==> src/rtl/idelay_pkg.sv <==
`default_nettype none
// ============================================================================
//  Module      : idelay_pkg
//  Description : Items shared by the frame bitslip aligner and the idelay
//                scanner glue: aligner FSM state encoding, default frame
//                pattern, default slip limit and a lane one-hot helper.
//  Revision    : 1.0 - initial release
// ============================================================================
package idelay_pkg;

    // Aligner FSM state encoding
    typedef enum logic [2:0] {
        ST_IDLE   = 3'd0,
        ST_SETTLE = 3'd1,
        ST_CHECK  = 3'd2,
        ST_SLIP   = 3'd3,
        ST_NEXT   = 3'd4,
        ST_FINISH = 3'd5
    } align_state_t;

    // Deserialized frame word an aligned lane presents
    localparam logic [7:0] ALIGN_PATTERN   = 8'hF0;
    // Bitslip pulses allowed per lane before the lane is declared failed
    localparam int         ALIGN_MAX_SLIP  = 8;
    // Width of the lane index bus (3 bits) bounds the lane count
    localparam int         ALIGN_MAX_LANES = 8;

    // One-hot decode of a lane index
    function automatic logic [ALIGN_MAX_LANES-1:0] lane_onehot(input logic [2:0] lane);
        return {{(ALIGN_MAX_LANES-1){1'b0}}, 1'b1} << lane;
    endfunction

endpackage : idelay_pkg
`default_nettype wire

==> src/rtl/frame_match_counter.sv <==
`default_nettype none
// ============================================================================
//  Module      : frame_match_counter
//  Description : Compares the frame word against the expected pattern and
//                counts consecutive matches. The count saturates at NMATCH,
//                restarts on a mismatch while enabled, and clears on i_clr.
//  Ports       : clk, rst_n  - clock, asynchronous active-low reset
//                i_clr       - synchronous clear of the match count
//                i_en        - compare/count enable
//                i_data      - frame word under test
//                o_match     - combinational i_data == PATTERN
//                o_count     - consecutive match count (0..NMATCH)
//  Revision    : 1.0 - initial release
// ============================================================================
module frame_match_counter #(
    parameter logic [7:0] PATTERN = 8'hF0,
    parameter int         NMATCH  = 4,
    localparam int        CW      = $clog2(NMATCH + 1)
) (
    input  logic          clk,
    input  logic          rst_n,
    input  logic          i_clr,
    input  logic          i_en,
    input  logic [7:0]    i_data,
    output logic          o_match,
    output logic [CW-1:0] o_count
);

    localparam logic [CW-1:0] c_NMATCH = CW'(NMATCH);

    logic [CW-1:0] r_count;

    assign o_match = (i_data == PATTERN);
    assign o_count = r_count;

    always_ff @(posedge clk or negedge rst_n) begin
        if (!rst_n) begin
            r_count <= '0;
        end else if (i_clr) begin
            r_count <= '0;
        end else if (i_en) begin
            if (!o_match) begin
                r_count <= '0;
            end else if (r_count != c_NMATCH) begin
                r_count <= r_count + 1'b1;
            end
        end
    end

endmodule : frame_match_counter
`default_nettype wire

==> src/rtl/bitslip_aligner.sv <==
`default_nettype none
// ============================================================================
//  Module      : bitslip_aligner
//  Description : Sequentially aligns the ISERDES frame word of NLANE ADC
//                lanes. For each lane: wait SETTLE cycles, look for NMATCH
//                consecutive PATTERN words, otherwise issue a bitslip and
//                retry, giving up after MAX_SLIP slips.
//
//                Timing: a lane that matches at once costs SETTLE+NMATCH+2
//                cycles (SETTLE settle, NMATCH compares, one cycle to act on
//                the full match count, one NEXT). For a pre-aligned pass,
//                done is high exactly NLANE*(SETTLE+NMATCH+2)+1 cycles after
//                the cycle in which start is high (305 with the defaults).
//
//  Ports       : clk, rst_n     - clock, asynchronous active-low reset
//                start          - one-cycle pulse starting a pass
//                frame_data     - frame word of the selected lane
//                lane_sel       - lane under test (frame mux select)
//                bitslip        - one-hot, one-cycle bitslip pulse
//                busy           - pass in progress
//                done           - one-cycle end-of-pass pulse
//                aligned        - per-lane success flags of the last pass
//                slip_cnt_addr  - slip count readback lane
//                slip_cnt       - slips issued on that lane in the last pass
//  Revision    : 1.0 - initial release
// ============================================================================
module bitslip_aligner
    import idelay_pkg::*;
#(
    parameter int         NLANE    = 8,
    parameter logic [7:0] PATTERN  = ALIGN_PATTERN,
    parameter int         SETTLE   = 32,
    parameter int         NMATCH   = 4,
    parameter int         MAX_SLIP = ALIGN_MAX_SLIP
) (
    input  logic             clk,
    input  logic             rst_n,
    input  logic             start,
    input  logic [7:0]       frame_data,
    output logic [2:0]       lane_sel,
    output logic [NLANE-1:0] bitslip,
    output logic             busy,
    output logic             done,
    output logic [NLANE-1:0] aligned,
    input  logic [2:0]       slip_cnt_addr,
    output logic [3:0]       slip_cnt
);

    localparam int             SW          = $clog2(SETTLE + 1);
    localparam int             CW          = $clog2(NMATCH + 1);
    localparam logic [SW-1:0]  c_SETTLE_LD = SW'(SETTLE - 1);
    localparam logic [CW-1:0]  c_NMATCH    = CW'(NMATCH);
    localparam logic [3:0]     c_MAX_SLIP  = 4'(MAX_SLIP);
    localparam logic [2:0]     c_LAST_LANE = 3'(NLANE - 1);

    // ------------------------------------------------------------------
    // State and datapath registers
    // ------------------------------------------------------------------
    align_state_t     r_state;
    logic [2:0]       r_lane;
    logic [SW-1:0]    r_settle_cnt;
    logic [NLANE-1:0] r_aligned;
    logic [3:0]       r_slip [NLANE];

    // ------------------------------------------------------------------
    // Next-state decode outputs
    // ------------------------------------------------------------------
    align_state_t     w_state_nxt;
    logic             w_settle_load;
    logic             w_clear_pass;
    logic             w_set_aligned;
    logic             w_slip_inc;
    logic             w_lane_inc;
    logic             w_chk_en;

    logic             w_match;
    logic [CW-1:0]    w_count;
    logic [3:0]       w_cur_slip;

    assign w_cur_slip = r_slip[r_lane];

    // Match counter only runs in CHECK; it is held clear everywhere else
    // so every visit to CHECK starts from zero.
    frame_match_counter #(
        .PATTERN (PATTERN),
        .NMATCH  (NMATCH)
    ) u_match (
        .clk     (clk),
        .rst_n   (rst_n),
        .i_clr   (r_state != ST_CHECK),
        .i_en    (w_chk_en),
        .i_data  (frame_data),
        .o_match (w_match),
        .o_count (w_count)
    );

    // ------------------------------------------------------------------
    // FSM state register
    // ------------------------------------------------------------------
    always_ff @(posedge clk or negedge rst_n) begin
        if (!rst_n) begin
            r_state <= ST_IDLE;
        end else begin
            r_state <= w_state_nxt;
        end
    end

    // ------------------------------------------------------------------
    // FSM next-state and control decode
    // ------------------------------------------------------------------
    always_comb begin
        w_state_nxt   = r_state;
        w_settle_load = 1'b0;
        w_clear_pass  = 1'b0;
        w_set_aligned = 1'b0;
        w_slip_inc    = 1'b0;
        w_lane_inc    = 1'b0;
        w_chk_en      = 1'b0;

        case (r_state)
            ST_IDLE: begin
                if (start) begin
                    w_clear_pass  = 1'b1;
                    w_settle_load = 1'b1;
                    w_state_nxt   = ST_SETTLE;
                end
            end

            ST_SETTLE: begin
                if (r_settle_cnt == '0) begin
                    w_state_nxt = ST_CHECK;
                end
            end

            ST_CHECK: begin
                w_chk_en = 1'b1;
                // A full match count is acted on one cycle after the last
                // matching compare, regardless of the word then present.
                if (w_count == c_NMATCH) begin
                    w_set_aligned = 1'b1;
                    w_state_nxt   = ST_NEXT;
                end else if (!w_match) begin
                    if (w_cur_slip == c_MAX_SLIP) begin
                        w_state_nxt = ST_NEXT;
                    end else begin
                        w_state_nxt = ST_SLIP;
                    end
                end
            end

            ST_SLIP: begin
                w_slip_inc    = 1'b1;
                w_settle_load = 1'b1;
                w_state_nxt   = ST_SETTLE;
            end

            ST_NEXT: begin
                if (r_lane == c_LAST_LANE) begin
                    w_state_nxt = ST_FINISH;
                end else begin
                    w_lane_inc    = 1'b1;
                    w_settle_load = 1'b1;
                    w_state_nxt   = ST_SETTLE;
                end
            end

            ST_FINISH: begin
                // start is deliberately not looked at here
                w_state_nxt = ST_IDLE;
            end

            default: begin
                w_state_nxt = ST_IDLE;
            end
        endcase
    end

    // ------------------------------------------------------------------
    // Datapath: settle down-counter, lane index, result flags, slip counts
    // ------------------------------------------------------------------
    always_ff @(posedge clk or negedge rst_n) begin
        if (!rst_n) begin
            r_settle_cnt <= '0;
            r_lane       <= '0;
            r_aligned    <= '0;
            for (int i = 0; i < NLANE; i++) begin
                r_slip[i] <= '0;
            end
        end else begin
            if (w_settle_load) begin
                r_settle_cnt <= c_SETTLE_LD;
            end else if ((r_state == ST_SETTLE) && (r_settle_cnt != '0)) begin
                r_settle_cnt <= r_settle_cnt - 1'b1;
            end

            if (w_clear_pass) begin
                r_lane    <= '0;
                r_aligned <= '0;
                for (int i = 0; i < NLANE; i++) begin
                    r_slip[i] <= '0;
                end
            end else begin
                if (w_lane_inc) begin
                    r_lane <= r_lane + 1'b1;
                end
                if (w_set_aligned) begin
                    r_aligned[r_lane] <= 1'b1;
                end
                if (w_slip_inc && (w_cur_slip != c_MAX_SLIP)) begin
                    r_slip[r_lane] <= w_cur_slip + 1'b1;
                end
            end
        end
    end

    // ------------------------------------------------------------------
    // Outputs: all decoded from registered state, so an asynchronous reset
    // forces them to their idle values immediately.
    // ------------------------------------------------------------------
    assign lane_sel = r_lane;
    assign aligned  = r_aligned;
    assign done     = (r_state == ST_FINISH);
    assign busy     = (r_state != ST_IDLE) && (r_state != ST_FINISH);
    assign bitslip  = (r_state == ST_SLIP) ? NLANE'(lane_onehot(r_lane)) : '0;

    always_comb begin
        slip_cnt = '0;
        if (int'(slip_cnt_addr) < NLANE) begin
            slip_cnt = r_slip[slip_cnt_addr];
        end
    end

endmodule : bitslip_aligner
`default_nettype wire

==> config.mk <==
export PLATFORM = sky130hd
export DESIGN_NAME = bitslip_aligner
export DESIGN_NICKNAME = d
export VERILOG_FILES = /design/src/rtl/idelay_pkg.sv /design/src/rtl/frame_match_counter.sv /design/src/rtl/bitslip_aligner.sv
export SDC_FILE = /design/constraint.sdc
export NUM_CORES = 1
export LEC_CHECK = 0
export BUFFER_PORTS_ARGS = -buffer_cell sky130_fd_sc_hd__buf_2
export CAP_MARGIN = 0
export CORE_UTILIZATION = 50
export CTS_CLUSTER_DIAMETER = 150
export CTS_CLUSTER_SIZE = 40
export DETAILED_ROUTE_END_ITERATION = 6
export GPL_TIMING_DRIVEN = 0
export PLACE_DENSITY = 0.79
export SYNTH_ARGS = -nofsm -noshare
export SYNTH_HDL_FRONTEND = slang
export SYNTH_SLANG_ARGS = --single-unit
==> constraint.sdc <==
create_clock -name clk -period 5.7 [get_ports clk]
set_clock_uncertainty 0.15 [all_clocks]
set_input_delay 1.14 -clock clk [delete_from_list [all_inputs] [get_ports clk]]
set_output_delay 1.14 -clock clk [all_outputs]
set_load 0.005 [all_outputs]
# ---- Word-level counts from Yosys, hierarchy flattened
# Index checks and enable logic that the tools add are counted.
# W data, S select, Z words.
dict set report totals {
  register_bits 55
  inputBits 14
  output_inout_bits 25
  wordCells 99
}
dict set report classes {
  n_addsub 4
  order_cmp 5
  n_eq_ne 17
  shift 1
  muxes 40
  n_bitwise 3
  reduce_logical 16
}
# op count
set ops {}
lappend ops {{$mux W32} 2}
lappend ops {{$mux W3} 12}
lappend ops {{$bwmux W32} 1}
lappend ops {{$bmux W4 S3} 2}
lappend ops {{$mux W8} 3}
lappend ops {{$mux W4} 5}
lappend ops {{$pmux W3 S5} 1}
lappend ops {{$demux W4 S3} 1}
lappend ops {{$eq A3 B3 Y1 const B} 4}
lappend ops {{$mux W6} 2}
lappend ops {{$reduce_bool A2 Y1} 5}
lappend ops {{$mux W1} 9}
lappend ops {{$ne A3 B3 Y1 const B} 3}
lappend ops {{$eq A8 B8 Y1 const B} 1}
lappend ops {{$ge A4 B4 Y1 const B} 2}
lappend ops {{$not A3 Y4} 2}
lappend ops {{$or A8 B8 Y8} 1}
lappend ops {{$shl A1 B3 Y8 const A} 1}
lappend ops {{$add A3 B1 Y3 const B} 2}
lappend ops {{$eq A3 B2 Y1 const B} 2}
lappend ops {{$logic_not A6 Y1} 1}
lappend ops {{$reduce_bool A6 Y1} 1}
lappend ops {{$sub A6 B1 Y6 const B} 1}
lappend ops {{$logic_and A1 B1 Y1} 5}
lappend ops {{other kinds (16)} 17}

# ---- Longest topological paths before layout
dict set report logic_depth {
  ltp_word 9
  depth_mapped 11
  depth_no_buf 8
}

# ---- Modules after synthesis
# A second synthesis with hierarchy kept.
dict set report unflattened {
  cells_unflattened 333
  hier_area_um2 3564.7
}
# module instances cells_per_inst area_each_um2 seq_area_each_um2
set by_module_without_submodules {}
lappend by_module_without_submodules {bitslip_aligner 1 310 3353.2 1301.2}
lappend by_module_without_submodules {frame_match_counter 1 23 211.5 75.1}

# ---- Least setup slack after synthesis
# No wires, ideal clock.
dict set report synth_timing {
  path_kind {input-to-output}
  start {input slip_cnt_addr[0]}
  end {output slip_cnt[0]}
  arrival_ns 2.381
  required_time_ns 4.410
  setup_slack_ns 2.029
  stages 3
  path_buffers 1
  path_cell_list {clkbuf_1 > mux4_2 > mux2_2}
}
dict set report synth_via {
  elab_chain_cells 4
}
# item line_no
set synth_lines {}
lappend synth_lines {{start: declaration} bitslip_aligner.sv:45} ;# input logic [2:0] slip_cnt_addr,
lappend synth_lines {{$not A3 Y4 (not written as such)} bitslip_aligner.sv:229} ;# slip_cnt = r_slip[slip_cnt_addr];
lappend synth_lines {{$bmux W4 S3} bitslip_aligner.sv:229}
lappend synth_lines {{$mux W4 (not written as such) (2 in series)} bitslip_aligner.sv:229}
lappend synth_lines {{end: declaration} bitslip_aligner.sv:46} ;# output logic [3:0] slip_cnt
# Every way passes these cells. The select of a mux whose other input is x is not followed.

# ---- Final worst setup path
dict set report layout_timing {
  start {input slip_cnt_addr[0]}
  end {output slip_cnt[2]}
}
# Same word-level chain as after synthesis.

==> impl_metrics.json <==
{
  "status": "completed",
  "place_ws_ns": 1.71,
  "dpl.cell_count": 428,
  "worst_pin_slew_ns": 0.846,
  "ys_seq_elements": 55,
  "syn_nets": 341,
  "hp-start": "aligned[6]",
  "cts_tree": "yes",
  "power_frac_clock_pct": 12.8,
  "antenna_left": 0,
  "yosysSeqAreaShare_pct": 42.1,
  "ir_worst_vdd_mv": 0.211,
  "grt_overflow": 0,
  "synth_commonest_cells": "dfrtp_1, mux2i_1, nand2_1, nor2_1, ha_1",
  "drc": 0,
  "synth_top_cell_by_area": "dfrtp_1",
  "fill_cells": 554,
  "grt_pass1_vias": 2546,
  "holdBufCountCts": 0,
  "cp_data_required_time_ns": 4.41,
  "synth_edf_count": 0,
  "synthTopCellsByArea": "dfrtp_1, mux2i_1, mux4_2",
  "p_switching_uw": 753,
  "grt_pass1_wl_um": 12700,
  "min_delay_path_depth": 2,
  "routed_wl_um": 7740,
  "hold_viol": 0,
  "power.share.combinational_pct": 49.2,
  "min_period_ns": 3.96,
  "grt_max_degree": 56,
  "p_leak_uw": 0.00188,
  "path_cells": "clkbuf_1 -> mux4_2 -> mux2_2 -> buf_2",
  "initial_utilization_pct": 51.8,
  "postCtsSetupBuffers": 0,
  "cellPowerDensity_mw_per_mm2": 477,
  "fin_setup_tns_ns": 0,
  "critPathArrivalTime_ns": 2.67,
  "synth_top_area_share_pct": 42.1,
  "htreeDepth": 2,
  "syn2layout_area_growth_pct": 11.1,
  "core_area_mm2": 0.00631,
  "stdcell_count": 436,
  "nNetsFinal": 384,
  "num_antenna_cells": 0,
  "report.final.slew_viol_count": 0,
  "critPathMaxFanout": 8,
  "netlist_area_mm2": 0.00327,
  "max_freq_ghz": 0.252,
  "cap_violations": 0,
  "dieArea_mm2": 0.00687,
  "crit_buf_inv": 2,
  "synth_ff_type": "dfrtp_1",
  "r2r_start": "lane_sel[0]",
  "seqPwrFrac_pct": 38.1,
  "vias": 2629,
  "slowest_stage": "mux4_2",
  "rsz0062_at_grt": "no",
  "io_buffers": 36,
  "r2r_setup_slack_ns": 2.34,
  "synth_cell_types": 45,
  "hp-class": "flop to flop",
  "drive_gt1_share_pct": 21.7,
  "cts_buffers": 5,
  "gp_congestion": 0.866,
  "dp_hpwl_um": 5530,
  "max_stage_delay_ns": 0.59,
  "clockBufferDepth": 2,
  "drtIter0Drc": 280,
  "setup_slack_ns": 1.74,
  "synth.avg_cell_area_um2": 10.4,
  "criticalPathCategory": "primary input to output pin",
  "viasPerCell": 6.03,
  "setup_viol": 0,
  "crit_family": "multiplexers",
  "internal-power_uw": 980,
  "synth_cells": 315,
  "dieWidth_um": 82.9,
  "period_share_pct": 69.5,
  "min_to": "aligned[6]",
  "path_clk_slew_ns": 0.09,
  "io_pins": 39,
  "ys_async_sr_fraction_pct": 100,
  "yosys_warnings": 0,
  "antenna_found_initial": 0,
  "r2r-end": "r_slip[13]",
  "cts-root-buf": "clkbuf_8",
  "drt-pass1-iter-count": 4,
  "gr-usage-all-layers_pct": 23.5,
  "max-slew-margin-rel_pct": 43.0,
  "clock-sinks": 55,
  "die_y_um": 82.9,
  "post_drt_wl_per_cell_um": 17.7,
  "clk-insertion-delay-late_ns": 0.33,
  "rows": 29,
  "cts_resized": 0,
  "cp-end-kind": "output pin",
  "r2r_cells": 9,
  "yosysMostFrequentCell": "dfrtp_1",
  "critPathLaunchType": "primary input",
  "sw_frac_of_total_pct": 43.4
}
metal layers:
layer / up-vias / share of wire [%] / track usage (%)
met1: 1304 / 45 / 32.8
met3: 15 / 6.1 / 4.27
met2: 97 / 46 / 36.4
met4: 0 / 2.7 / 9.40
met5: - / 0 / 0
li1: 1213 / - / -
layout by cell type, fill, tap and decap left out, types with 4 or more instances in the layout:
master and instances:
buf_2 41, xnor2_1 7, mux2_2 7, o21ai_0 5, dfrtp_1 55, nand3_1 10
mux4_2 10, o21ai_1 4, nor2b_1 4, o2111ai_1 4, and3_1 9, ha_1 12
clkbuf_8 5, inv_1 10, clkbuf_1 10, nor2_1 33, mux2i_1 35, a21oi_1 10
nand2_1 33, nor3_1 5
worst register-to-register path: stages, from the launching register on:
cell	delay (ns)
dfrtp_1	0.42
buf_6	0.17
buf_2	0.28
mux4_2	0.54
mux2i_1	0.28
ha_1	0.20
o21ai_1	0.16
o2111ai_1	0.70
mux2i_1	0.27
nor2_1	0.06
registers in the layout, summed over array words and instances (netlist names):
name,cells
lane_sel,3
u_match.o_count,3
r_settle_cnt,6
aligned,8
r_slip,32
r_state,3
power by group through the flow:
stage	sequential [uW]	clock (uW)	combinational, uW
CTS	656	223	849
detailed placement	664	0	846
floorplan	628	0	628
global placement	652	0	817
finish	659	221	852
global route	677	237	942
metrics by stage:
step	hold WS [ns]	utilization, %	instance area, um2	total power, uW
detailed placement	0.341	56.2	3550	1510
floorplan	0.335	-	3270	1260
finish	0.361	57.5	3630	1730
global placement	0.343	56.2	3550	1470
global route	0.392	57.5	3630	1860
CTS	0.369	57.5	3630	1730
cells by family after synthesis:
group / count (synthesis) / synth area share (%)
simple gates: 118 / 17.5
flops: 55 / 42.1
mux: 53 / 20.5
compound gates: 39 / 8.88
buf+inv: 29 / 4.02
fa+ha+maj: 12 / 4.59
xor+xnor: 9 / 2.41
final cells by class:
| class | instances | area, um2 | share of cell area [%] |
|---|---|---|---|
| plain buffers | 18 | 90.1 | 2.48 |
| repair buffers | 36 | 183 | 5.03 |
| clock inverters | 3 | 15.0 | 0.413 |
| flip-flops and latches | 55 | 1380 | 37.9 |
| inverters | 11 | 41.3 | 1.14 |
| clock buffers | 5 | 68.8 | 1.89 |
| multi-input cells | 231 | 1760 | 48.5 |
| well taps | 77 | 96.3 | 2.65 |
how the worst max path moves through the flow:
| stage | cells past startpoint | start | to |
|---|---|---|---|
| floorplan | 3 | slip_cnt_addr[0] | slip_cnt[0] |
| global placement | 4 | slip_cnt_addr[0] | slip_cnt[2] |
| detailed placement | 4 | slip_cnt_addr[0] | slip_cnt[2] |
| CTS | 4 | slip_cnt_addr[0] | slip_cnt[2] |
| global route | 4 | slip_cnt_addr[0] | slip_cnt[2] |
| finish | 4 | slip_cnt_addr[0] | slip_cnt[2] |
No activity file was read; power rests on OpenSTA's default activity.
